[src/rtl/lfsr_pkg.sv]
// Shared definitions for the LFSR pseudo-random generator: mode encoding,
// default seed and a table of known-maximal tap masks.
package lfsr_pkg;

    typedef enum logic {
        MODE_FIB = 1'b0,
        MODE_GAL = 1'b1
    } lfsr_mode_e;

    localparam logic [31:0] LFSR_SEED_DEFAULT = 32'h0000ACE1;

    // Maximal-length tap masks for the common widths; zero means "no table entry".
    function automatic logic [31:0] lfsr_default_taps(input int unsigned n);
        logic [31:0] taps;
        taps = '0;
        case (n)
            4:       taps = 32'h0000_0009;
            8:       taps = 32'h0000_00B8;
            16:      taps = 32'h0000_B400;
            32:      taps = 32'h8020_0003;
            default: taps = '0;
        endcase
        return taps;
    endfunction

endpackage

[src/rtl/lfsr_step.sv]
// Combinational single LFSR step in either Fibonacci or Galois form.
module lfsr_step
    import lfsr_pkg::*;
#(
    parameter int unsigned     N    = 16,
    parameter logic [N-1:0]    TAPS = 16'hB400
) (
    input  logic [N-1:0] i_s,
    input  lfsr_mode_e   i_mode,
    output logic [N-1:0] o_s
);

    logic w_fb;

    assign w_fb = ^(i_s & TAPS);

    always_comb begin
        o_s = '0;
        if (i_mode == MODE_GAL) begin
            o_s = i_s[0] ? ((i_s >> 1) ^ TAPS) : (i_s >> 1);
        end else begin
            o_s = {i_s[N-2:0], w_fb};
        end
    end

endmodule

[src/rtl/lfsr_prng.sv]
// N-bit LFSR generator with seed load, multi-step advance, valid/ready output,
// zero-lockup recovery and a pulse when the sequence returns to its start state.
module lfsr_prng
    import lfsr_pkg::*;
#(
    parameter int unsigned N            = 16,
    parameter logic [31:0] TAPS         = 32'h0000_B400,
    parameter int unsigned STEPS        = 1,
    parameter logic [31:0] SEED_DEFAULT = LFSR_SEED_DEFAULT
) (
    input  logic         clk,
    input  logic         rst,
    input  logic         ena,
    input  logic         mode,
    input  logic         seed_load,
    input  logic [N-1:0] seed_in,
    input  logic         ready,
    output logic [N-1:0] random,
    output logic         valid,
    output logic         lock_err,
    output logic         wrap
);

    localparam logic [N-1:0] C_TAPS = TAPS[N-1:0];
    localparam logic [N-1:0] C_SEED = SEED_DEFAULT[N-1:0];

    logic [N-1:0] r_state;
    logic [N-1:0] r_start;
    logic         r_valid;
    logic         r_lock_err;
    logic         r_wrap;

    lfsr_mode_e   w_mode;
    logic [N-1:0] w_chain [0:STEPS];
    logic         w_adv;
    logic         w_next_zero;
    logic [N-1:0] w_new;

    assign w_mode     = lfsr_mode_e'(mode);
    assign w_chain[0] = r_state;

    // STEPS single steps collapse into one register update per advance.
    for (genvar g = 0; g < STEPS; g++) begin : g_step
        lfsr_step #(
            .N    (N),
            .TAPS (C_TAPS)
        ) u_step (
            .i_s    (w_chain[g]),
            .i_mode (w_mode),
            .o_s    (w_chain[g+1])
        );
    end

    assign w_adv       = ena && (!r_valid || ready);
    assign w_next_zero = (w_chain[STEPS] == '0);
    assign w_new       = w_next_zero ? C_SEED : w_chain[STEPS];

    always_ff @(posedge clk) begin
        if (!rst) begin
            r_state    <= C_SEED;
            r_start    <= C_SEED;
            r_valid    <= 1'b0;
            r_lock_err <= 1'b0;
            r_wrap     <= 1'b0;
        end else if (seed_load) begin
            r_state    <= (seed_in == '0) ? C_SEED : seed_in;
            r_start    <= (seed_in == '0) ? C_SEED : seed_in;
            r_lock_err <= (seed_in == '0);
            r_valid    <= 1'b0;
            r_wrap     <= 1'b0;
        end else if (w_adv) begin
            r_state <= w_new;
            r_valid <= 1'b1;
            r_wrap  <= (w_new == r_start);
            if (w_next_zero) begin
                r_lock_err <= 1'b1;
            end
        end else begin
            r_wrap <= 1'b0;
            if (r_valid && ready) begin
                r_valid <= 1'b0;
            end
        end
    end

    assign random   = r_state;
    assign valid    = r_valid;
    assign lock_err = r_lock_err;
    assign wrap     = r_wrap;

endmodule

[config.mk]
export PLATFORM = sky130hd
export DESIGN_NAME = lfsr_prng
export DESIGN_NICKNAME = d
export VERILOG_FILES = /design/src/rtl/lfsr_pkg.sv /design/src/rtl/lfsr_step.sv /design/src/rtl/lfsr_prng.sv
export SDC_FILE = /design/constraint.sdc
export NUM_CORES = 1
export LEC_CHECK = 0
export CAP_MARGIN = 0
export CORE_MARGIN = 2
export CORE_UTILIZATION = 35
export CTS_CLUSTER_DIAMETER = 100
export CTS_CLUSTER_SIZE = 14
export DETAILED_ROUTE_END_ITERATION = 8
export DONT_BUFFER_PORTS = 1
export GPL_ROUTABILITY_DRIVEN = 0
export PLACE_DENSITY = 0.61
export SETUP_SLACK_MARGIN = 0.5
export SLEW_MARGIN = 25
export SYNTH_ARGS = -nofsm -noshare
export SYNTH_HDL_FRONTEND = slang
export SYNTH_HIERARCHICAL = 1
export SYNTH_SLANG_ARGS = --single-unit
export TNS_END_PERCENT = 5
[constraint.sdc]
create_clock -name clk -period 4.2 [get_ports clk]
set_input_delay 0.42 -clock clk [delete_from_list [all_inputs] [get_ports clk]]
set_output_delay 0.42 -clock clk [all_outputs]
set_load 0.02 [all_outputs]
Yosys cells after proc, flatten, opt, wreduce, memory -nomap -nowiden. Cells that the tools add are included.

Output and inout bits: 19. Input port bits: 22. Word-level logic and storage cells: 33. Flip-flop bits (word level): 35.

Multiplexer cells: 11. Reductions and logical operators: 13. Bitwise gates (word level): 3. Eq/ne operators: 1.

Operator list (count): $mux 16 (6); $logic_not 16->1 (2); $eq 16x16->1 (1); $reduce_xor 16->1 (1); $reduce_bool 2->1 (3); $mux 1 (5); $not 3->4 (1); $reduce_or 3->1 (1); $logic_and 1x1->1 (2); $not 1->1 (2); $reduce_and 2->1 (1); $reduce_or 2->1 (1); $logic_not 1->1 (1); $logic_or 1x1->1 (1).

Depth between registers and ports, before layout. Gate-level depths: netlist of the first run.

Word-level depth: 7. Mapped depth: 9. Depth with buffers taken out: 8.

By module. The synthesis of the first run kept the hierarchy.

By module, submodules not included: lfsr_prng (cells each 207, sequential area each 700.7 um^2, area an instance 1754.2 um^2, instances 1); lfsr_step (cells each 28, sequential area each 0.0 um^2, area an instance 247.7 um^2, instances 1).

Least setup slack after synthesis of the first run. Ideal clock, no wire load.

Path kind: reg2reg. From: register r_state[13] (netlist: random[13]). To: register r_wrap (netlist: wrap). Arrival: 1.893 ns. Period minus slack after synthesis: 1.972 ns. Path buffers: 0. Setup time: 0.079 ns. Data required time: 4.121 ns. Cell stages (with the launch flop): 9. Setup slack: 2.228 ns. Cells stage by stage: dfxtp_1 > xnor2_1 > xnor2_1 > o21ai_1 > nor4_1 > and4_4 > or3_1 > a211o_1 > a211oi_2.

RTL lines: start: declaration (RTL line lfsr_prng.sv:27) `logic [N-1:0] r_state;`; start signal: assignment (RTL line lfsr_prng.sv:66) `r_state <= (seed_in == '0) ? C_SEED : seed_in;`; start signal: assignment (RTL line lfsr_prng.sv:72) `r_state <= w_new;`; end signal: assignment (RTL line lfsr_prng.sv:74) `r_wrap <= (w_new == r_start);`; end: declaration (RTL line lfsr_prng.sv:31) `logic r_wrap;`.

==> impl_metrics.py, run 1 <==
metrics = {
    "setup_path": {
        "critPathKind": "flip-flop to flip-flop",
        "crit_fanout": 14,
        "cp-start-kind": "flip-flop",
        "crit_path_end_kind": "flip-flop",
        "required_ps": 4420,
        "cp.arrival_ps": 2590,
    },
    "detailed_routing": {
        "routed-wl-met2_mm": 2.36,
        "drt_iter0_markers": 121,
        "drt_wl_total_mm": 5.47,
        "via_count": 1619,
        "m1WireLength_mm": 2.50,
        "dr.max_layer_used": "met4",
        "avgRoutedWirePerCell_um": 19.1,
        "ant_nets": 0,
        "viasPerCell": 5.66,
        "dr.pass1.iters": 4,
        "drc": 0,
        "wl_met3_um": 503,
    },
    "global_routing": {
        "grt_usage_pct": 18.2,
        "grt_max_degree": 35,
        "antenna_found_initial": 0,
        "overflow": 0,
        "grt_pass1_wl_mm": 8.74,
        "grt_pass1_vias": 1583,
    },
    "timing": {
        "skew_ps": 1.93,
        "setup_ws_ps": 1830,
        "fin_tns_setup_ps": 0,
        "maxSlewViolCount": 0,
        "max_freq_mhz": 422,
        "post-route-period-util_pct": 56.4,
        "setup_viol": 0,
        "period_needed_ps": 2370,
        "slew-limit-headroom_pct": 66.8,
        "rsz0062_at_grt": "false",
        "hold_violations": 0,
        "worst_slew_pin_slew_ps": 497,
    },
    "worst_hold_path": {
        "min_path_type": "primary input to flip-flop",
    },
    "synthesis": {
        "syn-num-nets": 257,
        "yosys_warnings": 6,
        "ys_seq_elements": 35,
        "synth_cells": 235,
        "avgSynthCellArea_um2": 8.52,
        "yosysSeqAreaShare_pct": 35.0,
        "ys_types": 41,
        "synth_area_um2": 2000,
    },
    "pwr": {
        "switchingPower_w": 0.000254,
        "p_int_w": 0.000541,
        "power_frac_seq_pct": 51.0,
        "sw_frac_of_total_pct": 32.0,
        "p_per_area_nw_per_um2": 401,
        "p_comb_share_pct": 18.4,
        "power.leakage_nw": 0.734,
        "finalPower_w": 0.000795,
        "peakVddDrop_v": 0.000135,
        "clockPowerShare_pct": 30.6,
    },
    "die": {
        "die_y_um": 79.6,
        "core_um2": 5510,
        "rows": 27,
        "ios": 41,
        "start_util_pct": 36.4,
        "dieArea_um2": 6340,
        "fp.dieW_um": 79.6,
    },
    "cts": {
        "cts.sinks": 35,
        "postCtsSetupRepairBufs": 0,
        "cts_tree": "built",
        "clk-insertion-delay-late_ps": 290,
        "h-tree-depth": 2,
        "cts-root-buf": "clkbuf_8",
        "postCtsResizedCells": 0,
        "cts_inserted_buffers": 5,
        "holdBufCountCts": 0,
        "clock_path_buffers": 2,
        "clk_pin_slew_ps": 70,
    },
    "cells_and_area": {
        "multi_input_area_um2": 1070,
        "drive_above_1_share_pct": 12.6,
        "fill_cells": 587,
        "mostFrequentLayoutCells": "o21ai_0, dfxtp_1, nor2_1",
        "fin_area_um2": 1980,
        "diodes": 0,
        "syn_to_final_growth_pct": -1.00,
        "ff_latch_area_um2": 701,
        "layout_commonest_cell": "o21ai_0",
        "fin_nets": 235,
    },
    "place": {
        "dp_slack_ps": 1870,
        "portBuffers": 0,
        "place_area_um2": 1900,
        "dp_hpwl_mm": 4.19,
    },
    "run": {
        "cap_violations": 0,
    },
    "status": {
        "status": "finished clean",
    },
}
[layout make-up]
type | count | area share [%]
Inverter | 10 | 1.89
Multi-Input combinational cell | 161 | 53.9
Tap cell | 72 | 4.55
Clock inverter | 2 | 0.631
Clock buffer | 6 | 3.66
Sequential cell | 35 | 35.4
[power groups by stage]
| stage | combinational [W] | sequential (W) | clock (W) |
|---|---|---|---|
| after CTS | 0.000144 | 0.000406 | 0.000249 |
| after global placement | 0.000143 | 0.000413 | 0 |
| after global routing | 0.000161 | 0.000409 | 0.000263 |
| after floorplan | 0.000162 | 0.000384 | 0 |
| final | 0.000146 | 0.000406 | 0.000243 |
| after detailed placement | 0.000143 | 0.000414 | 0 |
[metrics by stage]
step / hold WS (ps) / utilization, % / cells
6_report: 235 / 36.0 / 286
5_1_grt: 229 / 36.0 / 286
4_1_cts: 228 / 36.0 / 286
3_5_place_dp: 483 / 34.4 / 278
3_3_place_gp: 476 / 34.4 / 278
2_1_floorplan: 450 / - / 235
[registers in the layout (all words and copies together) (netlist names)]
register,count
r_start,16
lock_err,1
wrap,1
random,16
valid,1
[cell families after synthesis]
group                  count (synthesis)  share of synthesized area [%]
AND/OR/NAND/NOR                       55                           15.0
AO/OA/AOI/OAI                         77                           24.1
flip-flops                            35                           35.0
buffers and inverters                 39                           11.6
multiplexers                          13                           7.25
XOR/XNOR                              16                           7.00
[synthesized netlist by cell type]
master     count  area, um^2
a211oi_2       1        12.5
or3_1          5        31.3
dfxtp_1       35         701
mux2_2        12         135
nor4_2         1        12.5
nor3b_1        1        7.51
a2bb2oi_1      5        43.8
mux2i_1        1        10.0
o31ai_1        1        7.51
a21boi_0       1        7.51
xor2_1         5        43.8
and4_4         1        11.3
buf_2          1        5.00
buf_1          1        3.75
a211o_1        2        17.5
clkbuf_8       1        13.8
and3_1         1        6.26
a2111oi_0      1        8.76
a21oi_1        8        40.0
nand2b_1       4        25.0
nor2b_1        1        6.26
clkbuf_1       8        30.0
a21o_2         1        8.76
a211oi_1       1        7.51
or3_2          3        22.5
o21ai_1        1        5.00
o21bai_1       2        15.0
nand4_1        3        18.8
inv_1         10        37.5
o2111ai_1      1        8.76
buf_4         16         120
and2_1         3        18.8
nand2_1        9        33.8
xnor2_1       11        96.3
nor2_1        15        56.3
buf_6          2        22.5
o21ai_0       41         205
a221oi_2       1        15.0
a22o_1         7        61.3
o22ai_1        3        18.8
nor4_1         8        50.1
[per-layer routing]
layer / vias up / GRT usage [%]
met5: - / 0
met4: 0 / 6.72
met3: 10 / 8.03
met2: 51 / 26.3
met1: 770 / 23.8
li1: 788 / -
[final timing paths]
kind	from	end	slack, ps	cells after the start
hold / removal	seed_load	r_start[10]$_SDFFE_PN1P_	240	1
setup reg to reg	random[12]$_SDFFE_PN0P_	wrap$_SDFF_PP0_	1830	8
setup / recovery	random[12]$_SDFFE_PN0P_	wrap$_SDFF_PP0_	1830	8
hold reg to reg	r_start[4]$_SDFFE_PN0P_	r_start[4]$_SDFFE_PN0P_	500	2
[worst max-delay path: stages (launching register included)]
cell and delay [ps]:
dfxtp_1 540, xnor2_1 140, xnor2_1 140, o21ai_1 320, nor4_1 120, and4_4 250
or3_1 310, a211o_1 270, a211oi_2 200
No activity file was read; power rests on OpenSTA's default activity.
==> run 2, diff against run 1 <==
==> constraint.sdc (replaced) <==
create_clock -name clk -period 2.3 [get_ports clk]
set_input_delay 0.23 -clock clk [delete_from_list [all_inputs] [get_ports clk]]
set_output_delay 0.23 -clock clk [all_outputs]
set_load 0.02 [all_outputs]
==> impl_metrics.py, run 2 (synthesis gave the netlist of run 1 again) <==
metrics = {
    "die": {
        "ios": 41,
        "core_um2": 5510,
        "die_y_um": 79.6,
        "fp.dieW_um": 79.6,
        "dieArea_um2": 6340,
        "rows": 27,
        "start_util_pct": 36.4,
    },
    "place": {
        "placed_cells": 285,
        "dp_hpwl_mm": 4.04,
        "portBuffers": 0,
        "dp_slack_ps": 199,
    },
    "cells_and_area": {
        "layout_commonest_cell": "o21ai_0",
        "fill_cells": 554,
        "mostFrequentLayoutCells": "o21ai_0, dfxtp_1, nor2_1",
        "final_cells": 296,
        "diodes": 0,
        "syn_to_final_growth_pct": 9.31,
        "fin_nets": 245,
        "drive_above_1_share_pct": 24.1,
    },
    "setup_path": {
        "critPathKind": "flip-flop to flip-flop",
        "cp-start-kind": "flip-flop",
        "required_ps": 2520,
        "cp-startpoint": "random[13]$_SDFFE_PN1P_",
        "crit_fanout": 7,
        "crit_path_end_kind": "flip-flop",
        "timing.rr.start": "random[13]$_SDFFE_PN1P_",
        "cp.arrival_ps": 2190,
    },
    "global_routing": {
        "busiest_layer": "met2",
        "grt_util_met2_pct": 30.7,
        "antenna_found_initial": 0,
        "grt_usage_pct": 18.9,
        "use_met3_pct": 8.03,
        "grt_pass1_wl_mm": 9.07,
        "grt_pass1_vias": 1703,
        "overflow": 0,
        "met1_usage_pct": 21.5,
        "grt_max_degree": 35,
    },
    "pwr": {
        "power.leakage_nw": 0.822,
        "finalPower_w": 0.00158,
        "peakVddDrop_v": 0.000214,
        "p_per_area_nw_per_um2": 721,
    },
    "cts": {
        "clk-insertion-delay-late_ps": 290,
        "cts_tree": "built",
        "cts-root-buf": "clkbuf_8",
        "clock_path_buffers": 2,
        "h-tree-depth": 2,
        "clk_pin_slew_ps": 70,
        "cts_inserted_buffers": 5,
        "holdBufCountCts": 0,
        "cts.sinks": 35,
    },
    "timing": {
        "fin_tns_setup_ps": 0,
        "hold_violations": 0,
        "timing.hold.ws_ps": 50.4,
        "maxSlewViolCount": 0,
        "rsz0062_at_grt": "true",
        "skew_ps": 4.16,
        "period_needed_ps": 1970,
        "max_freq_mhz": 508,
        "post-route-period-util_pct": 85.5,
        "worst_slew_pin_slew_ps": 557,
        "setup_ws_ps": 332,
        "setup_viol": 0,
        "slew-limit-headroom_pct": 62.8,
    },
    "worst_hold_path": {
        "min-delay-start": "seed_load",
        "min_path_type": "primary input to flip-flop",
    },
    "status": {
        "status": "finished clean",
    },
    "detailed_routing": {
        "via_count": 1685,
        "avgRoutedWirePerCell_um": 19.1,
        "drt_wl_total_mm": 5.66,
        "drt_iter0_markers": 177,
        "dr.pass1.iters": 4,
        "ant_nets": 0,
        "viasPerCell": 5.69,
        "drc": 0,
    },
    "run": {
        "cap_violations": 0,
    },
}
run 2: cell types whose count changed in the layout (fill, tap and decap cells not counted), moves of 3 or more:
cell     before  now
nor4_1        8    4
dfxtp_1      35   28
dfxtp_4       0    3
nor4_4        0    3
xnor2_1      11    8
buf_4         0    9
dfxtp_2       0    4
run 2: per-layer routing:
metal  part of all wire [%]  vias up
met3                    9.6       13
met4                    2.2        0
li1                       -      809
met5                      0        -
met1                     39      795
met2                     49       68
run 2: critical path: stages, from the launching register on:
cell and delay, ps:
dfxtp_4 390, xnor2_2 150, xnor2_2 150, o21ai_2 210, nor4_4 70, and4_4 180, or3_1 300, a211o_1 270
a211oi_2 160
run 2: area by class of cell:
cell class / count / area [um^2] / share of cell area (%)
clock buffer: 8 / 100 / 4.57
timing repair buffer: 9 / 67.6 / 3.09
multi-input combinational: 162 / 1180 / 53.7
tap: 72 / 90.1 / 4.12
sequential: 35 / 717 / 32.8
inverter: 10 / 37.5 / 1.72
run 2: where the power goes:
part	internal (W)	switching, W	leakage (nW)	total [W]
Sequential	0.000655	0.0000750	0.292	0.000730
Combinational	0.000162	0.000190	0.479	0.000351
Clock	0.000273	0.000223	0.0515	0.000496
run 2: stage by stage:
| stage | instance area [um^2] | utilization (%) |
|---|---|---|
| floorplan | 2030 | - |
| global placement | 1980 | 35.9 |
| detailed placement | 1980 | 35.9 |
| CTS | 2180 | 39.6 |
| global route | 2190 | 39.7 |
| finish | 2190 | 39.7 |
run 2: path summary, 6_finish.rpt:
kind	end	slack, ps	depth (start not counted)
worst max register to register	wrap$_SDFF_PP0_	330	8
worst max-delay path	wrap$_SDFF_PP0_	330	8
worst min-delay path	r_start[10]$_SDFFE_PN1P_	50	1
worst min register to register	r_start[9]$_SDFFE_PN0P_	500	1
run 2: what timing repair did:
action / in CTS / in global routing
cloned: 1 / 0
setup endpoints to repair: 10 / 17
resized for setup: 16 / 1
pin swaps: 3 / 0
setup buffers: 2 / 0
